`src/rtl/hello_pkg.sv`:
```
// Shared definitions for the hello scheduler: widths, FSM encoding and the
// add function that the shared datapath computes.
package hello_pkg;

  localparam logic [4:0] SLOT_PERIOD_DEF = 5'b0_11_00;
  localparam int         DATA_W          = 6;
  localparam int         OUT_W           = 4;

  typedef enum logic {
    S_OPEN = 1'b0,
    S_COOL = 1'b1
  } state_t;

  // d[3:0] + d[5:3], wrapped to the 4-bit result width
  function automatic logic [OUT_W-1:0] hello_sum(input logic [DATA_W-1:0] d);
    logic [OUT_W:0] s;
    s = {1'b0, d[3:0]} + {2'b0, d[5:3]};
    return s[OUT_W-1:0];
  endfunction

endpackage

```
`src/rtl/hello_sched_if.sv`:
```
// Request/result bundle between requesters, the result sink and hello_sched.
interface hello_sched_if #(
  parameter int NUM_REQ = 4,
  parameter int IDW     = 2
);
  import hello_pkg::*;

  logic [NUM_REQ-1:0]        req_valid;
  logic [DATA_W*NUM_REQ-1:0] req_data;
  logic [NUM_REQ-1:0]        req_ready;
  logic                      res_valid;
  logic [OUT_W-1:0]          res_data;
  logic [IDW-1:0]            res_id;
  logic                      res_ready;

  modport master (
    output req_valid, req_data, res_ready,
    input  req_ready, res_valid, res_data, res_id
  );

  modport slave (
    input  req_valid, req_data, res_ready,
    output req_ready, res_valid, res_data, res_id
  );

endinterface

```
`src/rtl/hello_rr_pick.sv`:
```
// Combinational round-robin picker: first set bit of req searching from ptr
// upward, wrapping modulo NUM_REQ.
module hello_rr_pick #(
  parameter int NUM_REQ = 4,
  parameter int IDW     = 2
) (
  input  logic [NUM_REQ-1:0] req,
  input  logic [IDW-1:0]     ptr,
  output logic [NUM_REQ-1:0] grant,
  output logic [IDW-1:0]     idx,
  output logic               any
);

  // scan positions ptr, ptr+1, ... and keep the first requester found
  always_comb begin
    logic [IDW-1:0] c;
    grant = '0;
    idx   = '0;
    any   = 1'b0;
    c     = '0;
    for (int k = 0; k < NUM_REQ; k++) begin
      c = IDW'((int'(ptr) + k) % NUM_REQ);
      if (!any && req[c]) begin
        any = 1'b1;
        idx = c;
      end
    end
    if (any) grant = NUM_REQ'(1) << idx;
  end

endmodule

```
`src/rtl/hello_sched.sv`:
```
// Round-robin scheduler sharing the hello add datapath. One issue slot opens
// every SLOT_PERIOD+1 cycles; results sit in a one-entry valid/ready register.
module hello_sched
  import hello_pkg::*;
#(
  parameter int         NUM_REQ     = 4,
  parameter int         IDW         = 2,
  parameter logic [4:0] SLOT_PERIOD = SLOT_PERIOD_DEF
) (
  input  logic          clk_in,
  input  logic          rst,
  hello_sched_if.slave  bus,
  output logic          busy
);

  state_t               state, state_nxt;
  logic [4:0]           slot_cnt;
  logic [IDW-1:0]       rr_ptr;
  logic                 res_valid;
  logic [OUT_W-1:0]     res_data;
  logic [IDW-1:0]       res_id;

  logic [NUM_REQ-1:0]   grant;
  logic [IDW-1:0]       pick_idx;
  logic                 pick_any;
  logic [DATA_W-1:0]    pick_data;
  logic                 issue;

  hello_rr_pick #(.NUM_REQ(NUM_REQ), .IDW(IDW)) u_pick (
    .req   (bus.req_valid),
    .ptr   (rr_ptr),
    .grant (grant),
    .idx   (pick_idx),
    .any   (pick_any)
  );

  // An issue needs an open slot, a requester and room in the result register
  // (empty, or being drained this cycle). Held off while reset is asserted.
  assign issue = rst & (state == S_OPEN) & pick_any & (!res_valid | bus.res_ready);

  // payload mux for the winning requester
  always_comb begin
    pick_data = '0;
    for (int i = 0; i < NUM_REQ; i++) begin
      if (pick_idx == IDW'(i)) pick_data = bus.req_data[i*DATA_W +: DATA_W];
    end
  end

  // next state: close the slot on issue, reopen when the cooldown expires
  always_comb begin
    state_nxt = state;
    case (state)
      S_OPEN: if (issue) state_nxt = (SLOT_PERIOD == 5'd0) ? S_OPEN : S_COOL;
      S_COOL: if (slot_cnt <= 5'd1) state_nxt = S_OPEN;
      default: state_nxt = S_OPEN;
    endcase
  end

  // FSM state register
  always_ff @(posedge clk_in or negedge rst) begin
    if (!rst) state <= S_OPEN;
    else      state <= state_nxt;
  end

  // cooldown counter and round-robin pointer
  always_ff @(posedge clk_in or negedge rst) begin
    if (!rst) begin
      slot_cnt <= '0;
      rr_ptr   <= '0;
    end else if (issue) begin
      slot_cnt <= SLOT_PERIOD;
      rr_ptr   <= (pick_idx == IDW'(NUM_REQ - 1)) ? '0 : pick_idx + 1'b1;
    end else if (state == S_COOL && slot_cnt != 5'd0) begin
      slot_cnt <= slot_cnt - 5'd1;
    end
  end

  // result register: load on issue, drop on accept, otherwise hold
  always_ff @(posedge clk_in or negedge rst) begin
    if (!rst) begin
      res_valid <= 1'b0;
      res_data  <= '0;
      res_id    <= '0;
    end else if (issue) begin
      res_valid <= 1'b1;
      res_data  <= hello_sum(pick_data);
      res_id    <= pick_idx;
    end else if (res_valid && bus.res_ready) begin
      res_valid <= 1'b0;
    end
  end

  assign bus.req_ready = issue ? grant : '0;
  assign bus.res_valid = res_valid;
  assign bus.res_data  = res_data;
  assign bus.res_id    = res_id;
  assign busy          = (state == S_COOL) | res_valid;

endmodule

```
`src/flat_wrapper.sv`:
```
// flat-port wrapper written by rule: the top's interface ports become plain ports
module hello_sched_flat import hello_pkg::*;
#(
  parameter int         NUM_REQ     = 4,
  parameter int         IDW         = 2,
  parameter logic [4:0] SLOT_PERIOD = SLOT_PERIOD_DEF
)
  (clk_in, rst, busy, bus_req_valid, bus_req_data, bus_res_ready, bus_req_ready, bus_res_valid, bus_res_data, bus_res_id);
  hello_sched_if #(.NUM_REQ(NUM_REQ), .IDW(IDW)) bus_i ();
  input  logic clk_in;
  input  logic rst;
  output logic busy;
  input wire logic [$bits(bus_i.req_valid)-1:0] bus_req_valid;
  input wire logic [$bits(bus_i.req_data)-1:0] bus_req_data;
  input wire logic [$bits(bus_i.res_ready)-1:0] bus_res_ready;
  output wire logic [$bits(bus_i.req_ready)-1:0] bus_req_ready;
  output wire logic [$bits(bus_i.res_valid)-1:0] bus_res_valid;
  output wire logic [$bits(bus_i.res_data)-1:0] bus_res_data;
  output wire logic [$bits(bus_i.res_id)-1:0] bus_res_id;
  assign bus_i.req_valid = bus_req_valid;
  assign bus_i.req_data = bus_req_data;
  assign bus_i.res_ready = bus_res_ready;
  assign bus_req_ready = bus_i.req_ready;
  assign bus_res_valid = bus_i.res_valid;
  assign bus_res_data = bus_i.res_data;
  assign bus_res_id = bus_i.res_id;
  hello_sched #(.NUM_REQ(NUM_REQ), .IDW(IDW), .SLOT_PERIOD(SLOT_PERIOD)) u_core (.clk_in(clk_in), .rst(rst), .bus(bus_i), .busy(busy));
endmodule
```
`config.mk`:
```
export PLATFORM = sky130hd
export DESIGN_NAME = hello_sched_flat
export DESIGN_NICKNAME = d
export VERILOG_FILES = /design/src/rtl/hello_pkg.sv /design/src/rtl/hello_sched_if.sv /design/src/rtl/hello_rr_pick.sv /design/src/rtl/hello_sched.sv /design/src/flat_wrapper.sv
export SDC_FILE = /design/constraint.sdc
export NUM_CORES = 1
export LEC_CHECK = 0
export CORE_MARGIN = 4
export CORE_UTILIZATION = 40
export CTS_BUF_LIST = sky130_fd_sc_hd__clkbuf_4 sky130_fd_sc_hd__clkbuf_8
export CTS_CLUSTER_SIZE = 24
export DETAILED_ROUTE_END_ITERATION = 8
export PLACE_DENSITY = 0.7
export SLEW_MARGIN = 30
export SYNTH_ARGS = -nofsm -noshare
export SYNTH_HDL_FRONTEND = slang
export SYNTH_SLANG_ARGS = --single-unit
```
`constraint.sdc`:
```
create_clock -name clk_in -period 4.15 [get_ports clk_in]
set_input_delay 0.415 -clock clk_in [delete_from_list [all_inputs] [get_ports clk_in]]
set_output_delay 0.415 -clock clk_in [all_outputs]
set_load 0.03 [all_outputs]
```
==> out/metrics.yaml <==
outcome:
  outcome: "complete, no violations"
place:
  hpwl_mm: 2.23
  placed_cell_area_mm2: 0.00161
  gp_congestion: 0.806
  port-buffer-count: 42
synth:
  ys_types: 40
  synth_top_area_cell: "dfrtp_1"
  synth_seq_cells: 15
  ys.flop_type: "dfrtp_1"
  synthArstFlopShare: 1.00
  synthesis.nets: 158
  netlist.area_leader.share: 0.319
  synth_area_per_cell_um2: 10.1
  yosysMostFrequentCell: "dfrtp_1"
  netlist_area_mm2: 0.00117
  netlist_instances: 116
  synth_seq_area_share: 0.319
  ys_warn_count: 0
  synth_common_cells: "dfrtp_1 (15), ha_1 (10), nor2_1 (8)"
  synth_edf_count: 0
  synth_area_leaders: "dfrtp_1 (32%), ha_1 (11%), mux2_4 (5.1%)"
die:
  dieArea_mm2: 0.00387
  die_h_um: 62.2
  initial_utilization: 0.422
  io_pins: 43
  die_x_um: 62.2
  core-area_mm2: 0.00278
  row_count: 19
cells_and_area:
  synthToLayoutAreaGrowth_pct: 39.9
  drive_gt1_frac: 0.132
  final_core_util: 0.591
  n_antenna_cell: 0
  final_nets: 202
  final_area_mm2: 0.00164
flow_run:
  maxCapViolations: 0
route:
  met1_length_mm: 1.17
  drtIter0Drc: 23
  avgViaCountPerCell: 5.27
  drt_wl_total_mm: 2.67
  first_pass_iters: 4
  wl_per_cell_um: 14.1
  maxUsedRoutingLayer: "met4"
  route.met2.wl_mm: 1.36
  ant_nets: 0
  vias: 1002
  drc: 0
  routed-wl-met3_um: 106
timing:
  slew-limit-headroom: 0.673
  hold_violations: 0
  fin_crit_sh: 0.842
  whs_ps: 470
  rsz0062_at_grt: "no"
  tns_ps: 0
  tightest_slew_ps: 486
  setup_viol: 0
  final-max-slew-violation-count: 0
  clock-skew-final_ps: 3.59
  fin_crit_ps: 3490
  max_freq_mhz: 286
clocking:
  cts-resized-gates: 0
  postCtsHoldBufs: 0
  cts_buffers: 3
  cts.sinks: 15
  clock_latency_ps: 280
  ctsRootBufferMaster: "clkbuf_4"
  cts_max_path_buffers: 2
  htreeDepth: 1
  cts_tree: "done"
  post_cts_buffers: 0
  clk_pin_slew_ps: 90
critical_path:
  crit_fanout: 9
  start_kind: "primary input"
  crit_required_ps: 4330
  path_class: "in -> reg"
  cp.arrival_ps: 3670
  worstSetupEndpointType: "flip-flop"
grt:
  antenna_found_initial: 0
  grt_pass1_vias: 981
  grt_max_degree: 21
  grtUsageTotal: 0.141
  overflow: 0
  grt_pass1_wl_mm: 4.50
hold_path:
  min_path_type: "in -> async"
power_and_ir_drop:
  ir_worst_vdd_mv: 0.412
  p_per_area_mw_per_mm2: 641
  fin_total_pwr_mw: 1.05
  leakage_nw: 0.704
[cell type report]
cell class,instances,area [µm²]
multi-input combinational,90,742
sequential,15,375
tap,31,38.8
timing repair buffer,44,435
inverter,6,22.5
fill,242,1140
clock buffer,4,30.0
[cell families after synthesis]
| kind of cell | Yosys count | synth area share |
|---|---|---|
| mux | 8 | 0.0873 |
| simple gates | 37 | 0.192 |
| xor+xnor | 3 | 0.0224 |
| fa+ha+maj | 11 | 0.124 |
| compound gates | 31 | 0.207 |
| buf+inv | 11 | 0.0490 |
| flops | 15 | 0.319 |
[cell usage in the layout, fill, tap and decap left out, types with 2 or more instances in the layout]
cell,instances
ha_1,10
clkdlybuf4s50_1,42
a21oi_1,7
inv_1,6
mux2_4,4
buf_4,2
a21o_1,2
xnor2_1,3
nor3_1,3
clkbuf_4,4
mux2i_1,2
nand2b_1,2
dfrtp_1,15
a211oi_1,2
nand2_1,6
o31ai_1,5
o21bai_1,2
nor2b_1,6
o21ai_0,2
a221oi_1,5
nor2_1,8
and2_1,3
[where the power goes]
group / total (mW) / leakage, nW / internal (mW) / switching (mW)
combinational: 0.688 / 0.510 / 0.342 / 0.346
clock: 0.0888 / 0.0184 / 0.0439 / 0.0449
sequential: 0.278 / 0.176 / 0.215 / 0.0626
total: 1.05 / 0.704 / 0.601 / 0.454
[critical path, stage by stage]
cell and delay [ps]:
clkdlybuf4s50_1 500, mux2i_1 160, nor2_1 60, a311oi_2 390
ha_1 410, and2b_2 300, a221oi_1 280, o31ai_1 160
ha_1 330, a21o_1 170, a21oi_1 160, xnor2_1 80
mux2_4 250
[registers in the layout (all words and copies together), names as in the netlist]
| name | cells |
|---|---|
| u_core.slot_cnt | 5 |
| u_core.bus.res_data | 4 |
| u_core.bus.res_id | 2 |
| u_core.rr_ptr | 2 |
| u_core.bus.res_valid | 1 |
| u_core.state | 1 |
[per-stage QoR]
step,instances,setup WS (ps)
2_1_floorplan,116,1080
3_3_place_gp,186,445
3_5_place_dp,186,338
4_1_cts,190,641
5_1_grt,190,338
6_report,190,656
[path summary, 6_finish.rpt]
kind                       depth (start not counted)  slack, ps                                 end                              from
min reg2reg                                        1        520    u_core.bus.res_id[0]$_DFFE_PN0P_  u_core.bus.res_id[0]$_DFFE_PN0P_
max                                               13        660  u_core.bus.res_data[3]$_DFFE_PN0P_                  bus_req_valid[0]
min                                                2        470      u_core.slot_cnt[2]$_DFFE_PN0P_                               rst
min in group clk_in                                1        520    u_core.bus.res_id[0]$_DFFE_PN0P_  u_core.bus.res_id[0]$_DFFE_PN0P_
max in group asynchronous                          2       3510    u_core.bus.res_id[0]$_DFFE_PN0P_                               rst
max reg2reg                                       12        790  u_core.bus.res_data[3]$_DFFE_PN0P_      u_core.rr_ptr[1]$_DFFE_PN0P_
[per-layer routing]
metal  vias up  track usage
li1        506            -
met1       468        0.177
met2        24        0.236
met3         4       0.0324
met4         0       0.0488
met5         -            0
Power figures use the tool's default switching activity.
